File: src/rtl/csr_file.sv
// Machine-mode CSR register file: read-modify-write of CSRs, trap entry/mret
// state updates, mcycle/minstret counters and the interrupt-pending decision.
package csr_pkg;
    localparam logic [1:0] CSR_NONE = 2'b00;
    localparam logic [1:0] CSR_RW   = 2'b01;
    localparam logic [1:0] CSR_RS   = 2'b10;
    localparam logic [1:0] CSR_RC   = 2'b11;

    typedef struct packed {
        logic        valid;
        logic        use_imm;
        logic [1:0]  csr_mode;
        logic [11:0] csr_target;
    } csr_req_t;
endpackage

module csr_file
    import csr_pkg::*;
#(
    parameter int unsigned XLEN        = 32,
    parameter int unsigned CNT_W       = 64,
    parameter int unsigned HART_ID     = 0,
    parameter int unsigned NUM_SCRATCH = 1
) (
    input  logic            clk,
    input  logic            reset,
    input  csr_req_t        csr_req,
    input  logic [XLEN-1:0] rs1_data,
    input  logic [4:0]      zimm,
    input  logic [4:0]      wtarget,
    input  logic            commit,
    input  logic            stall,
    input  logic            trap_take,
    input  logic [XLEN-1:0] trap_cause,
    input  logic [XLEN-1:0] trap_pc,
    input  logic [XLEN-1:0] trap_val,
    input  logic            mret,
    input  logic            irq_timer,
    input  logic            irq_ext,
    output logic [XLEN-1:0] csr_rdata,
    output logic [XLEN-1:0] mtvec_o,
    output logic [XLEN-1:0] mepc_o,
    output logic            irq_pending
);
    localparam logic [11:0] A_MSTATUS  = 12'h300;
    localparam logic [11:0] A_MIE      = 12'h304;
    localparam logic [11:0] A_MTVEC    = 12'h305;
    localparam logic [11:0] A_MSCRATCH = 12'h340;
    localparam logic [11:0] A_MEPC     = 12'h341;
    localparam logic [11:0] A_MCAUSE   = 12'h342;
    localparam logic [11:0] A_MTVAL    = 12'h343;
    localparam logic [11:0] A_MIP      = 12'h344;
    localparam logic [11:0] A_MHARTID  = 12'hF14;
    localparam logic [11:0] A_MCYCLE   = 12'hB00;
    localparam logic [11:0] A_MINSTRET = 12'hB02;
    localparam logic [11:0] A_MCYCLEH  = 12'hB80;
    localparam logic [11:0] A_MINSTRETH= 12'hB82;
    localparam logic [11:0] A_CYCLE    = 12'hC00;
    localparam logic [11:0] A_INSTRET  = 12'hC02;
    localparam logic [11:0] A_CYCLEH   = 12'hC80;
    localparam logic [11:0] A_INSTRETH = 12'hC82;

    localparam bit              HAS_H    = (CNT_W > XLEN);
    localparam logic [XLEN-1:0] ZERO_X   = {XLEN{1'b0}};
    localparam logic [XLEN-1:0] ALIGN_M  = ~{{(XLEN-2){1'b0}}, 2'b11};
    localparam logic [2*XLEN-1:0] ONE_W  = {{(2*XLEN-1){1'b0}}, 1'b1};

    logic            mst_mie_r;
    logic            mst_mpie_r;
    logic            mie_mtie_r;
    logic            mie_meie_r;
    logic [XLEN-1:0] mtvec_r;
    logic [XLEN-1:0] mepc_r;
    logic [XLEN-1:0] mcause_r;
    logic [XLEN-1:0] mtval_r;
    logic [XLEN-1:0] scratch_r [NUM_SCRATCH];
    logic [CNT_W-1:0] mcycle_r;
    logic [CNT_W-1:0] minstret_r;

    logic [11:0]       tgt_s;
    logic [XLEN-1:0]   op_s;
    logic [XLEN-1:0]   old_s;
    logic [XLEN-1:0]   new_s;
    logic [XLEN-1:0]   mstatus_s;
    logic [XLEN-1:0]   mie_s;
    logic [XLEN-1:0]   mip_s;
    logic              mret_act_s;
    logic              wr_en_s;
    logic              retire_s;
    logic [2*XLEN-1:0] mcycle_w_s;
    logic [2*XLEN-1:0] minstret_w_s;
    logic [2*XLEN-1:0] mcycle_nxt_s;
    logic [2*XLEN-1:0] minstret_nxt_s;

    assign tgt_s      = csr_req.csr_target;
    assign op_s       = csr_req.use_imm ? {{(XLEN-5){1'b0}}, zimm} : rs1_data;
    assign mret_act_s = mret && !trap_take && !stall;
    assign retire_s   = commit && !stall && !trap_take;
    assign wr_en_s    = csr_req.valid && commit && !stall && !trap_take && !mret_act_s
                        && (csr_req.csr_mode != CSR_NONE)
                        && ((csr_req.csr_mode == CSR_RW) || (wtarget != 5'd0));

    assign mcycle_w_s   = (2*XLEN)'(mcycle_r);
    assign minstret_w_s = (2*XLEN)'(minstret_r);

    // MPP is hardwired to machine mode, so it always reads 2'b11.
    assign mstatus_s = ZERO_X | (XLEN'(2'b11) << 11) | (XLEN'(mst_mpie_r) << 7)
                     | (XLEN'(mst_mie_r) << 3);
    assign mie_s     = ZERO_X | (XLEN'(mie_meie_r) << 11) | (XLEN'(mie_mtie_r) << 7);
    assign mip_s     = ZERO_X | (XLEN'(irq_ext) << 11) | (XLEN'(irq_timer) << 7);

    // Read mux; standard machine CSRs take precedence over extra scratch slots.
    always_comb begin
        old_s = ZERO_X;
        case (tgt_s)
            A_MSTATUS:               old_s = mstatus_s;
            A_MIE:                   old_s = mie_s;
            A_MTVEC:                 old_s = mtvec_r;
            A_MEPC:                  old_s = mepc_r;
            A_MCAUSE:                old_s = mcause_r;
            A_MTVAL:                 old_s = mtval_r;
            A_MIP:                   old_s = mip_s;
            A_MHARTID:               old_s = XLEN'(HART_ID);
            A_MCYCLE, A_CYCLE:       old_s = mcycle_w_s[XLEN-1:0];
            A_MINSTRET, A_INSTRET:   old_s = minstret_w_s[XLEN-1:0];
            A_MCYCLEH, A_CYCLEH:     old_s = HAS_H ? mcycle_w_s[2*XLEN-1:XLEN] : ZERO_X;
            A_MINSTRETH, A_INSTRETH: old_s = HAS_H ? minstret_w_s[2*XLEN-1:XLEN] : ZERO_X;
            default: begin
                for (int i = 0; i < int'(NUM_SCRATCH); i++) begin
                    if (tgt_s == (A_MSCRATCH + 12'(i))) begin
                        old_s = scratch_r[i];
                    end else begin
                        old_s = old_s;
                    end
                end
            end
        endcase
    end

    // Read-modify-write combination of the old value and the operand.
    always_comb begin
        case (csr_req.csr_mode)
            CSR_RW:  new_s = op_s;
            CSR_RS:  new_s = old_s | op_s;
            CSR_RC:  new_s = old_s & ~op_s;
            default: new_s = old_s;
        endcase
    end

    // Counter next values: a write to one half replaces the increment, no carry.
    always_comb begin
        if (wr_en_s && (tgt_s == A_MCYCLE)) begin
            mcycle_nxt_s = {mcycle_w_s[2*XLEN-1:XLEN], new_s};
        end else if (wr_en_s && HAS_H && (tgt_s == A_MCYCLEH)) begin
            mcycle_nxt_s = {new_s, mcycle_w_s[XLEN-1:0]};
        end else begin
            mcycle_nxt_s = mcycle_w_s + ONE_W;
        end
        if (wr_en_s && (tgt_s == A_MINSTRET)) begin
            minstret_nxt_s = {minstret_w_s[2*XLEN-1:XLEN], new_s};
        end else if (wr_en_s && HAS_H && (tgt_s == A_MINSTRETH)) begin
            minstret_nxt_s = {new_s, minstret_w_s[XLEN-1:0]};
        end else if (retire_s) begin
            minstret_nxt_s = minstret_w_s + ONE_W;
        end else begin
            minstret_nxt_s = minstret_w_s;
        end
    end

    // Counter registers; truncation to CNT_W gives the wrap to zero.
    always_ff @(posedge clk or posedge reset) begin
        if (reset) begin
            mcycle_r   <= {CNT_W{1'b0}};
            minstret_r <= {CNT_W{1'b0}};
        end else begin
            mcycle_r   <= CNT_W'(mcycle_nxt_s);
            minstret_r <= CNT_W'(minstret_nxt_s);
        end
    end

    // mstatus interrupt-enable stack: trap pushes, mret pops, CSR write last.
    always_ff @(posedge clk or posedge reset) begin
        if (reset) begin
            mst_mie_r  <= 1'b0;
            mst_mpie_r <= 1'b0;
        end else if (trap_take) begin
            mst_mpie_r <= mst_mie_r;
            mst_mie_r  <= 1'b0;
        end else if (mret_act_s) begin
            mst_mie_r  <= mst_mpie_r;
            mst_mpie_r <= 1'b1;
        end else if (wr_en_s && (tgt_s == A_MSTATUS)) begin
            mst_mie_r  <= new_s[3];
            mst_mpie_r <= new_s[7];
        end
    end

    // Trap state registers, loaded by trap entry or by CSR write.
    always_ff @(posedge clk or posedge reset) begin
        if (reset) begin
            mepc_r   <= ZERO_X;
            mcause_r <= ZERO_X;
            mtval_r  <= ZERO_X;
        end else if (trap_take) begin
            mepc_r   <= trap_pc & ALIGN_M;
            mcause_r <= trap_cause;
            mtval_r  <= trap_val;
        end else if (wr_en_s) begin
            if (tgt_s == A_MEPC)   mepc_r   <= new_s & ALIGN_M;
            if (tgt_s == A_MCAUSE) mcause_r <= new_s;
            if (tgt_s == A_MTVAL)  mtval_r  <= new_s;
        end
    end

    // Plain software-written registers: mie, mtvec and scratch slots.
    always_ff @(posedge clk or posedge reset) begin
        if (reset) begin
            mie_mtie_r <= 1'b0;
            mie_meie_r <= 1'b0;
            mtvec_r    <= ZERO_X;
            for (int i = 0; i < int'(NUM_SCRATCH); i++) scratch_r[i] <= ZERO_X;
        end else if (wr_en_s) begin
            if (tgt_s == A_MIE) begin
                mie_mtie_r <= new_s[7];
                mie_meie_r <= new_s[11];
            end
            if (tgt_s == A_MTVEC) mtvec_r <= new_s & ALIGN_M;
            for (int i = 0; i < int'(NUM_SCRATCH); i++) begin
                if ((tgt_s == (A_MSCRATCH + 12'(i))) && (tgt_s != A_MEPC) &&
                    (tgt_s != A_MCAUSE) && (tgt_s != A_MTVAL)) begin
                    scratch_r[i] <= new_s;
                end
            end
        end
    end

    assign csr_rdata   = old_s;
    assign mtvec_o     = mtvec_r;
    assign mepc_o      = mepc_r;
    assign irq_pending = mst_mie_r && ((mie_mtie_r && irq_timer) || (mie_meie_r && irq_ext));

endmodule

File: config.mk
export PLATFORM = sky130hd
export DESIGN_NAME = csr_file
export DESIGN_NICKNAME = d
export VERILOG_FILES = /design/src/rtl/csr_file.sv
export SDC_FILE = /design/constraint.sdc
export NUM_CORES = 1
export LEC_CHECK = 0
export BUFFER_PORTS_ARGS = -buffer_cell sky130_fd_sc_hd__buf_2
export CAP_MARGIN = 20
export CELL_PAD_IN_SITES_DETAIL_PLACEMENT = 1
export CELL_PAD_IN_SITES_GLOBAL_PLACEMENT = 2
export CORE_MARGIN = 1
export CORE_UTILIZATION = 33
export CTS_BUF_LIST = sky130_fd_sc_hd__clkbuf_8
export CTS_CLUSTER_SIZE = 28
export DETAILED_ROUTE_END_ITERATION = 8
export GPL_TIMING_DRIVEN = 0
export PLACE_DENSITY = 0.89
export REMOVE_ABC_BUFFERS = 1
export SYNTH_ARGS = -nofsm -noshare
export SYNTH_HDL_FRONTEND = slang
export SYNTH_SLANG_ARGS = --single-unit
export TNS_END_PERCENT = 100
File: constraint.sdc
create_clock -name clk -period 9.2 [get_ports clk]
set_input_delay 1.84 -clock clk [delete_from_list [all_inputs] [get_ports clk]]
set_output_delay 1.84 -clock clk [all_outputs]
set_load 0.005 [all_outputs]
==> results of run 1 <==
## cell families (layout without fill, tap and decap cells)
group | count (synthesis) | count (layout) | share of synthesized area, %
flip-flops | 288 | 288 | 39.81
adder cells (fa/ha/maj) | 2 | 2 | 0.1382
XOR/XNOR | 76 | 76 | 3.677
multiplexers | 77 | 77 | 4.465
AO/OA/AOI/OAI | 681 | 681 | 24.61
buffers and inverters | 193 | 422 | 4.825
other | 1 | 8 | 0.02072
AND/OR/NAND/NOR | 753 | 753 | 22.44
## layer usage
layer  global-route usage, %  share of wire, %
met3                   6.682               8.3
met2                   45.86                44
met5                       0             0.065
met4                   12.99               4.4
met1                   40.92                43
## cell usage after synthesis, drive strengths merged (10+ instances only)
| cell | instances | area share [%] |
|---|---|---|
| nand2 | 200 | 4.1 |
| xor2 | 31 | 1.5 |
| a221o | 13 | 0.72 |
| and2 | 15 | 0.52 |
| nor3b | 27 | 1.2 |
| and3 | 43 | 1.5 |
| mux2i | 56 | 3.1 |
| or3 | 11 | 0.38 |
| nor2b | 43 | 1.5 |
| nand3 | 79 | 2.3 |
| a22o | 10 | 0.58 |
| nor4 | 31 | 1.2 |
| nand2b | 15 | 0.52 |
| a21o | 10 | 0.41 |
| xnor2 | 45 | 2.2 |
| nor2 | 129 | 2.7 |
| a222oi | 10 | 0.55 |
| a22oi | 121 | 5.0 |
| o21a | 11 | 0.46 |
| a221oi | 12 | 0.62 |
| clkbuf | 91 | 1.9 |
| o22ai | 12 | 0.41 |
| buf | 74 | 2.4 |
| nor3 | 55 | 1.8 |
| a211oi | 11 | 0.59 |
| o21ai | 259 | 7.2 |
| o211ai | 19 | 0.79 |
| dfrtp | 288 | 40 |
| inv | 28 | 0.58 |
| a31oi | 11 | 0.38 |
| a21oi | 118 | 3.3 |
| and4 | 13 | 0.63 |
| nand4 | 44 | 1.5 |
| mux2 | 20 | 1.2 |
## flip-flops by register name, indices dropped and copies added (netlist names)
signal	cells
mcycle_r	64
minstret_r	64
mcause_r	32
mtval_r	32
scratch_r	32
mepc_o	30
mtvec_o	30
mie_meie_r	1
mie_mtie_r	1
mst_mie_r	1
mst_mpie_r	1
## power by group through the flow
stage | combinational (uW) | clock [uW] | sequential (uW)
after global routing | 421 | 1350 | 1400
after detailed placement | 386 | 0 | 1420
after CTS | 388 | 1300 | 1390
after floorplan | 191 | 0 | 1390
final | 391 | 1280 | 1400
after global placement | 358 | 0 | 1410
## worst max-delay path, cell delays in order
cell and delay (ns):
buf_4 0.26, buf_16 0.34, nor4b_2 0.99, o211ai_1 0.58
buf_6 0.30, nor2_1 0.44, a221oi_1 0.13, nand3_1 0.16
buf_2 0.13
## stage by stage
stage	util (%)	setup slack [ns]	hold slack, ns	setup TNS [ns]
5_1_grt	39.69	2.122	0.5012	0
6_report	39.71	2.116	0.4850	0
2_1_floorplan	-	-0.5890	0.4447	-169.63
3_3_place_gp	36.05	-4.548	0.4571	-1342.24
3_5_place_dp	37.53	1.991	0.4716	0
4_1_cts	39.53	1.983	0.4845	0
## worst max-delay path by stage
stage	start	endpoint	cells after the start
after detailed placement	csr_req[1]	csr_rdata[16]	8
after CTS	csr_req[1]	csr_rdata[16]	8
after global routing	csr_req[1]	csr_rdata[21]	9
after global placement	reset	mepc_o[9]$_DFFE_PP0P_	2
final	csr_req[1]	csr_rdata[21]	9
after floorplan	reset	mcause_r[0]$_DFFE_PP0P_	1
## final cells by class
cell class,instances,area share (%)
clock buffer,72,4.619
clock inverter,23,0.4082
antenna,4,0.04665
sequential,288,33.59
tap,696,4.059
multi-input combinational,1593,47.14
timing repair buffer,299,9.616
inverter,28,0.5248
==> results.py, run 1 <==
metrics = {
    "final_layout": {
        "syn_to_final_growth_pct": 18.53,
        "multi_input_area_mm2": 0.01011,
        "layout_common_cells": "dfrtp_1, buf_2, o21ai_0, nand2_1, nor2_1",
        "fillers": 6354,
        "fin_nets": 2428,
        "stdcell_count": 3003,
        "layout_commonest_cell": "dfrtp_1",
        "regArea_mm2": 0.007207,
        "final_area_mm2": 0.02146,
        "drive_gt1_share_pct": 19.67,
    },
    "power_and_ir_drop": {
        "leakage_uw": 0.009040,
        "combPwrFrac_pct": 12.7,
        "power.total_uw": 3070,
        "p_int_uw": 2161,
        "p_seq_share_pct": 45.5,
        "p_switching_uw": 909.3,
        "power_density_mw_per_mm2": 143.1,
        "peakVddDrop_mv": 0.08087,
        "sw_frac_of_total_pct": 29.62,
        "clock_power_share_pct": 41.7,
    },
    "drt": {
        "vias_per_cell": 6.219,
        "vias": 18677,
        "firstDrtPassIters": 5,
        "ant_nets": 0,
        "drc_errors": 0,
        "first_iter_violations": 1802,
        "wl_per_cell_um": 28.38,
        "wirelength_mm": 85.22,
    },
    "yosys": {
        "async_flop_share_pct": 100.0,
        "ys.flop_type": "dfrtp_1",
        "yosys_warnings": 0,
        "synthesis.area_mm2": 0.01810,
        "ys_ff_latch": 288,
        "synth-seq-area-share_pct": 39.81,
        "ys_types": 97,
        "syn_inst": 2071,
        "synth_edf_count": 0,
        "syn_avg_cell_area_um2": 8.740,
    },
    "global_routing": {
        "grt_start_max_net_pins": 118,
        "gr-usage-all-layers_pct": 30.12,
        "grt_overflow": 0,
        "grt_antenna_before_repair": 5,
        "grt_pass1_vias": 18461,
        "grt_first_pass_wirelength_mm": 125.5,
    },
    "sta": {
        "tightest_slew_ns": 1.220,
        "fin_skew_ns": 0.02804,
        "fmax_mhz": 141.2,
        "hold_violations": 0,
        "min_period_over_period_pct": 77.00,
        "rsz0062_at_grt": "no",
        "relSlewSlack_pct": 18.06,
        "final_max_slew_viol_count": 0,
        "setup_violations": 0,
        "post-route-min-period_ns": 7.084,
    },
    "placement": {
        "port_buffers": 252,
        "place_congestion": 0.9125,
        "dp_hpwl_mm": 61.96,
        "placed_area_mm2": 0.02028,
        "post-place-cells": 2897,
    },
    "die": {
        "die_width_um": 236.2,
        "io_pins": 259,
        "rows": 85,
        "initial_core_util_pct": 33.50,
        "core_area_mm2": 0.05403,
        "dieArea_mm2": 0.05579,
        "die_h_um": 236.2,
    },
    "worst_hold_path": {
        "hold_path_depth": 2,
        "hp-start": "scratch_r[8]$_DFFE_PP0P_",
        "hold_path_end": "scratch_r[8]$_DFFE_PP0P_",
        "hold_path.class": "register to register",
    },
    "clock_network": {
        "hold_buffers": 0,
        "clock_sinks": 288,
        "h-tree-depth": 2,
        "cts_tree": "yes",
        "clk_latency_ns": 0.67,
        "ctsLongestPathBuffers": 3,
        "clk_pin_slew_ns": 0.06,
        "numCtsBuffers": 54,
        "post-cts-setup-buffer-count": 0,
        "ctsResizeCount": 0,
        "ctsRootBufferMaster": "clkbuf_8",
    },
    "worst_setup_path": {
        "cp_max_fo": 56,
        "startpoint_type": "input port",
        "r2r-end": "mcycle_r[56]$_DFFE_PP0N_",
        "endpoint_kind": "output pin",
        "r2r_setup_slack_ns": 5.74,
        "r2r_cells": 7,
        "worstSetupPathType": "input port to output pin",
        "worstReg2RegStart": "mcycle_r[12]$_DFFE_PP0P_",
        "worstPathRequired_ns": 7.36,
        "cp.arrival_ns": 5.24,
    },
    "job": {
        "max-cap-violations": 0,
    },
    "outcome": {
        "status": "finished clean",
    },
}
Power figures use the tool's default switching activity.
==> run 2, diff against run 1 <==
--- a/config.mk
+++ b/config.mk
@@ -5,6 +5,7 @@
 export SDC_FILE = /design/constraint.sdc
 export NUM_CORES = 1
 export LEC_CHECK = 0
+export ABC_AREA = 1
 export BUFFER_PORTS_ARGS = -buffer_cell sky130_fd_sc_hd__buf_2
 export CAP_MARGIN = 20
 export CELL_PAD_IN_SITES_DETAIL_PLACEMENT = 1
@@ -15,7 +16,7 @@
 export CTS_CLUSTER_SIZE = 28
 export DETAILED_ROUTE_END_ITERATION = 8
 export GPL_TIMING_DRIVEN = 0
-export PLACE_DENSITY = 0.89
+export PLACE_DENSITY = 0.93
 export REMOVE_ABC_BUFFERS = 1
 export SYNTH_ARGS = -nofsm -noshare
 export SYNTH_HDL_FRONTEND = slang
==> constraint.sdc (replaced) <==
create_clock -name clk -period 6.7 [get_ports clk]
set_input_delay 1.34 -clock clk [delete_from_list [all_inputs] [get_ports clk]]
set_output_delay 1.34 -clock clk [all_outputs]
set_load 0.005 [all_outputs]
==> run 2 against run 1 <==
- largest cell class unchanged
- flip-flop and latch count is the same
- area after synthesis grew 14%
- wire length rose by 22%
- non-clock buffer count fell by 28
- die area increased by 14%
- synthesized cell count rose by 54%
==> results.py, run 2 <==
metrics = {
    "drt": {
        "first_iter_violations": 2276,
        "vias": 23442,
        "wl_per_cell_um": 24.29,
        "wirelength_mm": 103.8,
        "ant_nets": 0,
        "drc_errors": 0,
        "firstDrtPassIters": 6,
        "vias_per_cell": 5.486,
    },
    "placement": {
        "post-place-cells": 4164,
        "place_congestion": 1.004,
        "placed_area_mm2": 0.02274,
        "port_buffers": 252,
        "dp_hpwl_mm": 78.48,
    },
    "yosys": {
        "syn_inst": 3198,
        "yosysTopAreaCell": "dfrtp_1",
        "synth-seq-area-share_pct": 34.89,
        "synth_area_leaders": "dfrtp_1, nand2_1, nand3_1",
        "ys_types": 49,
        "synth_edf_count": 0,
        "synthesis.area_mm2": 0.02066,
        "yosys.cell_count.top_type": "nand2_1",
        "synth.top_cells.by_count": "nand2_1, nand3_1, nor2_1",
        "ys_ff_latch": 288,
        "synth_top_area_share_pct": 34.89,
        "ys.flop_type": "dfrtp_1",
        "syn_avg_cell_area_um2": 6.459,
        "async_flop_share_pct": 100.0,
        "yosys_warnings": 0,
    },
    "die": {
        "io_pins": 259,
        "rows": 91,
        "die_width_um": 252.2,
        "core_area_mm2": 0.06183,
        "die_h_um": 252.2,
        "dieArea_mm2": 0.06360,
        "initial_core_util_pct": 33.41,
    },
    "clock_network": {
        "post-cts-setup-buffer-count": 0,
        "numCtsBuffers": 57,
        "ctsResizeCount": 0,
        "h-tree-depth": 2,
        "clk_latency_ns": 0.70,
        "cts_tree": "yes",
        "ctsRootBufferMaster": "clkbuf_8",
        "clk_pin_slew_ns": 0.06,
        "hold_buffers": 0,
        "ctsLongestPathBuffers": 3,
        "clock_sinks": 288,
    },
    "final_layout": {
        "fillers": 8193,
        "drive_gt1_share_pct": 14.33,
        "stdcell_count": 4273,
        "syn_to_final_growth_pct": 16.21,
        "layout_common_cells": "nand2_1, nand3_1, inv_1, nor2_1, dfrtp_1",
        "final_area_mm2": 0.02401,
        "layout_commonest_cell": "nand2_1",
        "fin_nets": 3551,
        "reg_top3": "mcycle_r (64), minstret_r (64)",
    },
    "power_and_ir_drop": {
        "peakVddDrop_mv": 0.1450,
        "power.total_uw": 4660,
        "power_density_mw_per_mm2": 194.1,
        "leakage_uw": 0.01185,
    },
    "worst_setup_path": {
        "worstSetupPathType": "input port to output pin",
        "cp.arrival_ns": 4.66,
        "startpoint_type": "input port",
        "slowest_delay_ns": 0.85,
        "cp_max_fo": 13,
        "critical-path-slowest-cell": "inv_1",
        "worstPathRequired_ns": 5.36,
        "worstPathCellList": "buf_2, nor2_4, nand2_2, nor2_2, nand2_1, inv_1, nand2_1, nand2_1, nor3_1, nand3_2, buf_2",
        "endpoint_kind": "output pin",
        "critPathMostFrequentCell": "nand2_1",
    },
    "sta": {
        "min_period_over_period_pct": 89.51,
        "hold_violations": 0,
        "rsz0062_at_grt": "no",
        "setup_tns_ns": 0,
        "relSlewSlack_pct": 23.44,
        "final_max_slew_viol_count": 0,
        "fmax_mhz": 166.8,
        "setup_violations": 0,
        "fin_skew_ns": 0.03469,
        "tightest_slew_ns": 1.147,
        "post-route-min-period_ns": 5.997,
    },
    "global_routing": {
        "grt_antenna_before_repair": 3,
        "grt_pass1_vias": 23371,
        "gr-usage-all-layers_pct": 32.47,
        "grt_first_pass_wirelength_mm": 153.4,
        "grt_overflow": 0,
        "grt_start_max_net_pins": 101,
    },
    "job": {
        "max-cap-violations": 0,
    },
    "worst_hold_path": {
        "hold_path.class": "register to register",
    },
    "outcome": {
        "status": "finished clean",
    },
}
## run 2: cell types whose count changed in the layout (fill, tap and decap cells not counted), sizes merged, moves of 35 or more
cell / delta
xor2: +35
nand3: +460
inv: +319
o21ai: -115
nor2: +238
nor2b: -43
and3: -42
mux2i: -56
a21oi: -105
a31oi: +42
nand2: +784
a22oi: -106
## run 2: routing by layer
layer  routed length (um)  vias up  GRT usage [%]  part of all wire (%)
met3                 7804      196          4.706                   7.5
met4                 5464        0          15.62                   5.3
met5                    0        -              0                     0
met2                44540     1011          49.49                    43
met1                45980    11519          44.97                    44
li1                     -    10716              -                     -
## run 2: logic make-up (layout without fill, tap and decap cells)
kind of cell / Yosys count / count (layout) / synth area share [%]
other: 1 / 6 / 0.01815
buffers and inverters: 504 / 737 / 9.788
and+or+nand+nor: 2052 / 2052 / 44.30
AOI/OAI and AO/OA: 270 / 270 / 7.450
adders and majority gates: 2 / 2 / 0.1211
DFF: 288 / 288 / 34.89
xor gates and xnor gates: 81 / 81 / 3.434
## run 2: stage by stage
step / util [%] / hold slack, ns / worst slack, ns
2_1_floorplan: - / 0.4488 / -2.589
3_3_place_gp: 36.08 / 0.4644 / -6.937
3_5_place_dp: 36.79 / 0.4723 / 0.2241
4_1_cts: 38.79 / 0.4885 / 0.7962
5_1_grt: 38.82 / 0.5329 / 0.6594
6_report: 38.83 / 0.4885 / 0.7031
## run 2: worst max-delay path, delay by kind of cell
kind                   cells  cell delay (ns)
and+or+nand+nor            8             2.19
buffers and inverters      3             1.10
## run 2: final timing paths
path	start	to	slack, ns	cells after the start
max	csr_req[5]	csr_rdata[8]	0.70	11
min	mst_mie_r$_DFFE_PP0P_	mst_mie_r$_DFFE_PP0P_	0.49	2
max reg2reg	mcycle_r[1]$_DFFE_PP0P_	mcycle_r[46]$_DFFE_PP0N_	3.63	11
min reg2reg	mst_mie_r$_DFFE_PP0P_	mst_mie_r$_DFFE_PP0P_	0.49	2
max in group asynchronous	reset	mcause_r[28]$_DFFE_PP0P_	4.93	3
min in group asynchronous	reset	mtval_r[3]$_DFFE_PP0P_	0.72	2
## run 2: cell type report
type | count | area (um^2) | share of cell area [%]
Antenna cell | 2 | 5.005 | 0.02085
Clock buffer | 76 | 1046 | 4.357
Clock inverter | 30 | 191.4 | 0.7975
Inverter | 360 | 1364 | 5.681
Multi-Input combinational cell | 2409 | 11460 | 47.75
Sequential cell | 288 | 7207 | 30.02
Tap cell | 837 | 1047 | 4.363
Timing Repair Buffer | 271 | 1683 | 7.010
## run 2: power by group
part	switching [uW]	internal (uW)	leakage, uW
registers	155	1860	0.00372
clock network	905	1090	0.000698
logic	447	202	0.00743
==> run 3, diff against run 2 <==
--- a/config.mk
+++ b/config.mk
@@ -13,10 +13,11 @@
 export CORE_MARGIN = 1
 export CORE_UTILIZATION = 33
 export CTS_BUF_LIST = sky130_fd_sc_hd__clkbuf_8
+export CTS_CLUSTER_DIAMETER = 100
 export CTS_CLUSTER_SIZE = 28
 export DETAILED_ROUTE_END_ITERATION = 8
 export GPL_TIMING_DRIVEN = 0
-export PLACE_DENSITY = 0.93
+export PLACE_DENSITY_LB_ADDON = 0.1
 export REMOVE_ABC_BUFFERS = 1
 export SYNTH_ARGS = -nofsm -noshare
 export SYNTH_HDL_FRONTEND = slang
==> run 3 against run 2 <==
- clock power shrank 33%
- combinational power is 1% higher
- die area unchanged
- cell area fell by 2.1%
- via count shrank 0.30%
- first-iteration DRC count fell by 13%
- total power fell by 14%
- core utilization is 0.81 points lower
==> results.py, run 3 (same netlist as run 2, synthesis figures left out) <==
metrics = {
    "clock_network": {
        "ctsResizeCount": 0,
        "hold_buffers": 0,
        "clock_sinks": 288,
        "clk_pin_slew_ns": 0.13,
        "clk_latency_ns": 0.70,
        "cts_tree": "yes",
        "ctsLongestPathBuffers": 3,
        "h-tree-depth": 1,
        "ctsRootBufferMaster": "clkbuf_8",
        "post-cts-setup-buffer-count": 0,
        "numCtsBuffers": 22,
    },
    "sta": {
        "rsz0062_at_grt": "no",
        "min_period_over_period_pct": 91.28,
        "tightest_slew_ns": 1.207,
        "hold_violations": 0,
        "setup_violations": 0,
        "fin_skew_ns": 0.06856,
        "final_max_slew_viol_count": 0,
        "relSlewSlack_pct": 19.37,
        "post-route-min-period_ns": 6.115,
        "fmax_mhz": 163.5,
    },
    "power_and_ir_drop": {
        "power_density_mw_per_mm2": 170.7,
        "leakage_uw": 0.01150,
        "peakVddDrop_mv": 0.1644,
        "power.total_uw": 4013,
    },
    "final_layout": {
        "final_area_mm2": 0.02351,
        "syn_to_final_growth_pct": 13.79,
        "final_util_pct": 38.02,
        "drive_gt1_share_pct": 13.14,
        "layout_commonest_cell": "nand2_1",
        "fillers": 8078,
        "reg_top3": "mcycle_r (64), minstret_r (64)",
        "fin_nets": 3519,
        "layout_common_cells": "nand2_1, nand3_1, nor2_1, inv_1, dfrtp_1",
    },
    "drt": {
        "first_iter_violations": 1987,
        "drc_errors": 0,
        "vias_per_cell": 5.551,
        "vias": 23371,
        "wirelength_mm": 112.9,
        "firstDrtPassIters": 5,
        "ant_nets": 0,
        "wl_per_cell_um": 26.81,
    },
    "global_routing": {
        "grt_antenna_before_repair": 5,
        "grt_pass1_vias": 23324,
        "grt_overflow": 0,
        "grt_first_pass_wirelength_mm": 163.2,
        "grt_start_max_net_pins": 119,
        "gr-usage-all-layers_pct": 35.08,
    },
    "worst_setup_path": {
        "endpoint_kind": "output pin",
        "startpoint_type": "input port",
        "cp.arrival_ns": 4.78,
        "cp_max_fo": 13,
        "worstSetupPathType": "input port to output pin",
        "worstPathRequired_ns": 5.36,
    },
    "outcome": {
        "status": "finished clean",
    },
    "worst_hold_path": {
        "hold_path.class": "register to register",
    },
    "die": {
        "dieArea_mm2": 0.06360,
        "initial_core_util_pct": 33.41,
        "die_h_um": 252.2,
        "core_area_mm2": 0.06183,
        "rows": 91,
        "die_width_um": 252.2,
        "io_pins": 259,
    },
    "placement": {
        "placed_area_mm2": 0.02282,
        "port_buffers": 252,
        "place_congestion": 0.9777,
        "dp_hpwl_mm": 85.83,
    },
    "job": {
        "max-cap-violations": 0,
    },
}
[run 3: path summary, 6_finish.rpt]
path | start | endpoint | slack [ns] | cells after the start
worst min-delay path | minstret_r[61]$_DFFE_PP0P_ | minstret_r[61]$_DFFE_PP0P_ | 0.52 | 2
worst max register to register | mcycle_r[0]$_DFFE_PP0P_ | mcycle_r[46]$_DFFE_PP0N_ | 3.53 | 11
min in group asynchronous | reset | mepc_o[12]$_DFFE_PP0P_ | 0.57 | 2
max in group asynchronous | reset | minstret_r[29]$_DFFE_PP0P_ | 4.36 | 5
worst min register to register | minstret_r[61]$_DFFE_PP0P_ | minstret_r[61]$_DFFE_PP0P_ | 0.52 | 2
worst max-delay path | csr_req[5] | csr_rdata[20] | 0.58 | 11
[run 3: final cells by class]
type                    instances  area (um^2)  share of cell area [%]
diodes                          2        5.005                 0.02129
clock buffers                  24        330.3                   1.405
clock inverters                16        289.0                   1.230
inverters                     360         1364                   5.802
multi-input cells            2409        11460                   48.77
flip-flops and latches        288         7207                   30.66
well taps                     837         1047                   4.455
repair buffers                274         1799                   7.654
[run 3: through the flow]
stage	worst slack [ns]	setup TNS (ns)	hold WS, ns	instances
floorplan	-2.589	-745.63	0.4488	3057
global placement	-7.427	-2476.16	0.4674	4146
detailed placement	0.6771	0	0.4852	4165
CTS	0.6736	0	0.5192	4205
global route	0.5413	0	0.5504	4208
finish	0.5846	0	0.5200	4210
[run 3: power by group]
part | total [uW] | internal, uW | switching (uW)
combinational | 658 | 202 | 456
sequential | 2010 | 1860 | 155
clock | 1340 | 453 | 889
[run 3: routing by layer]
layer | track usage (%) | vias up | wire, um
li1 | - | 10641 | -
met1 | 50.13 | 11705 | 52210
met2 | 53.84 | 870 | 48920
met3 | 3.687 | 155 | 6617
met4 | 14.20 | 0 | 5119
met5 | 0 | - | 0
[run 3: critical path, stage by stage]
cell and delay [ns]:
buf_2 0.12, nor2_4 0.16, nand2_2 0.13, nor2_2 0.56, nand2_1 0.91, inv_1 0.88, nand2_1 0.16, nand2_1 0.11
nor3b_1 0.06, nand4_1 0.17, buf_2 0.16
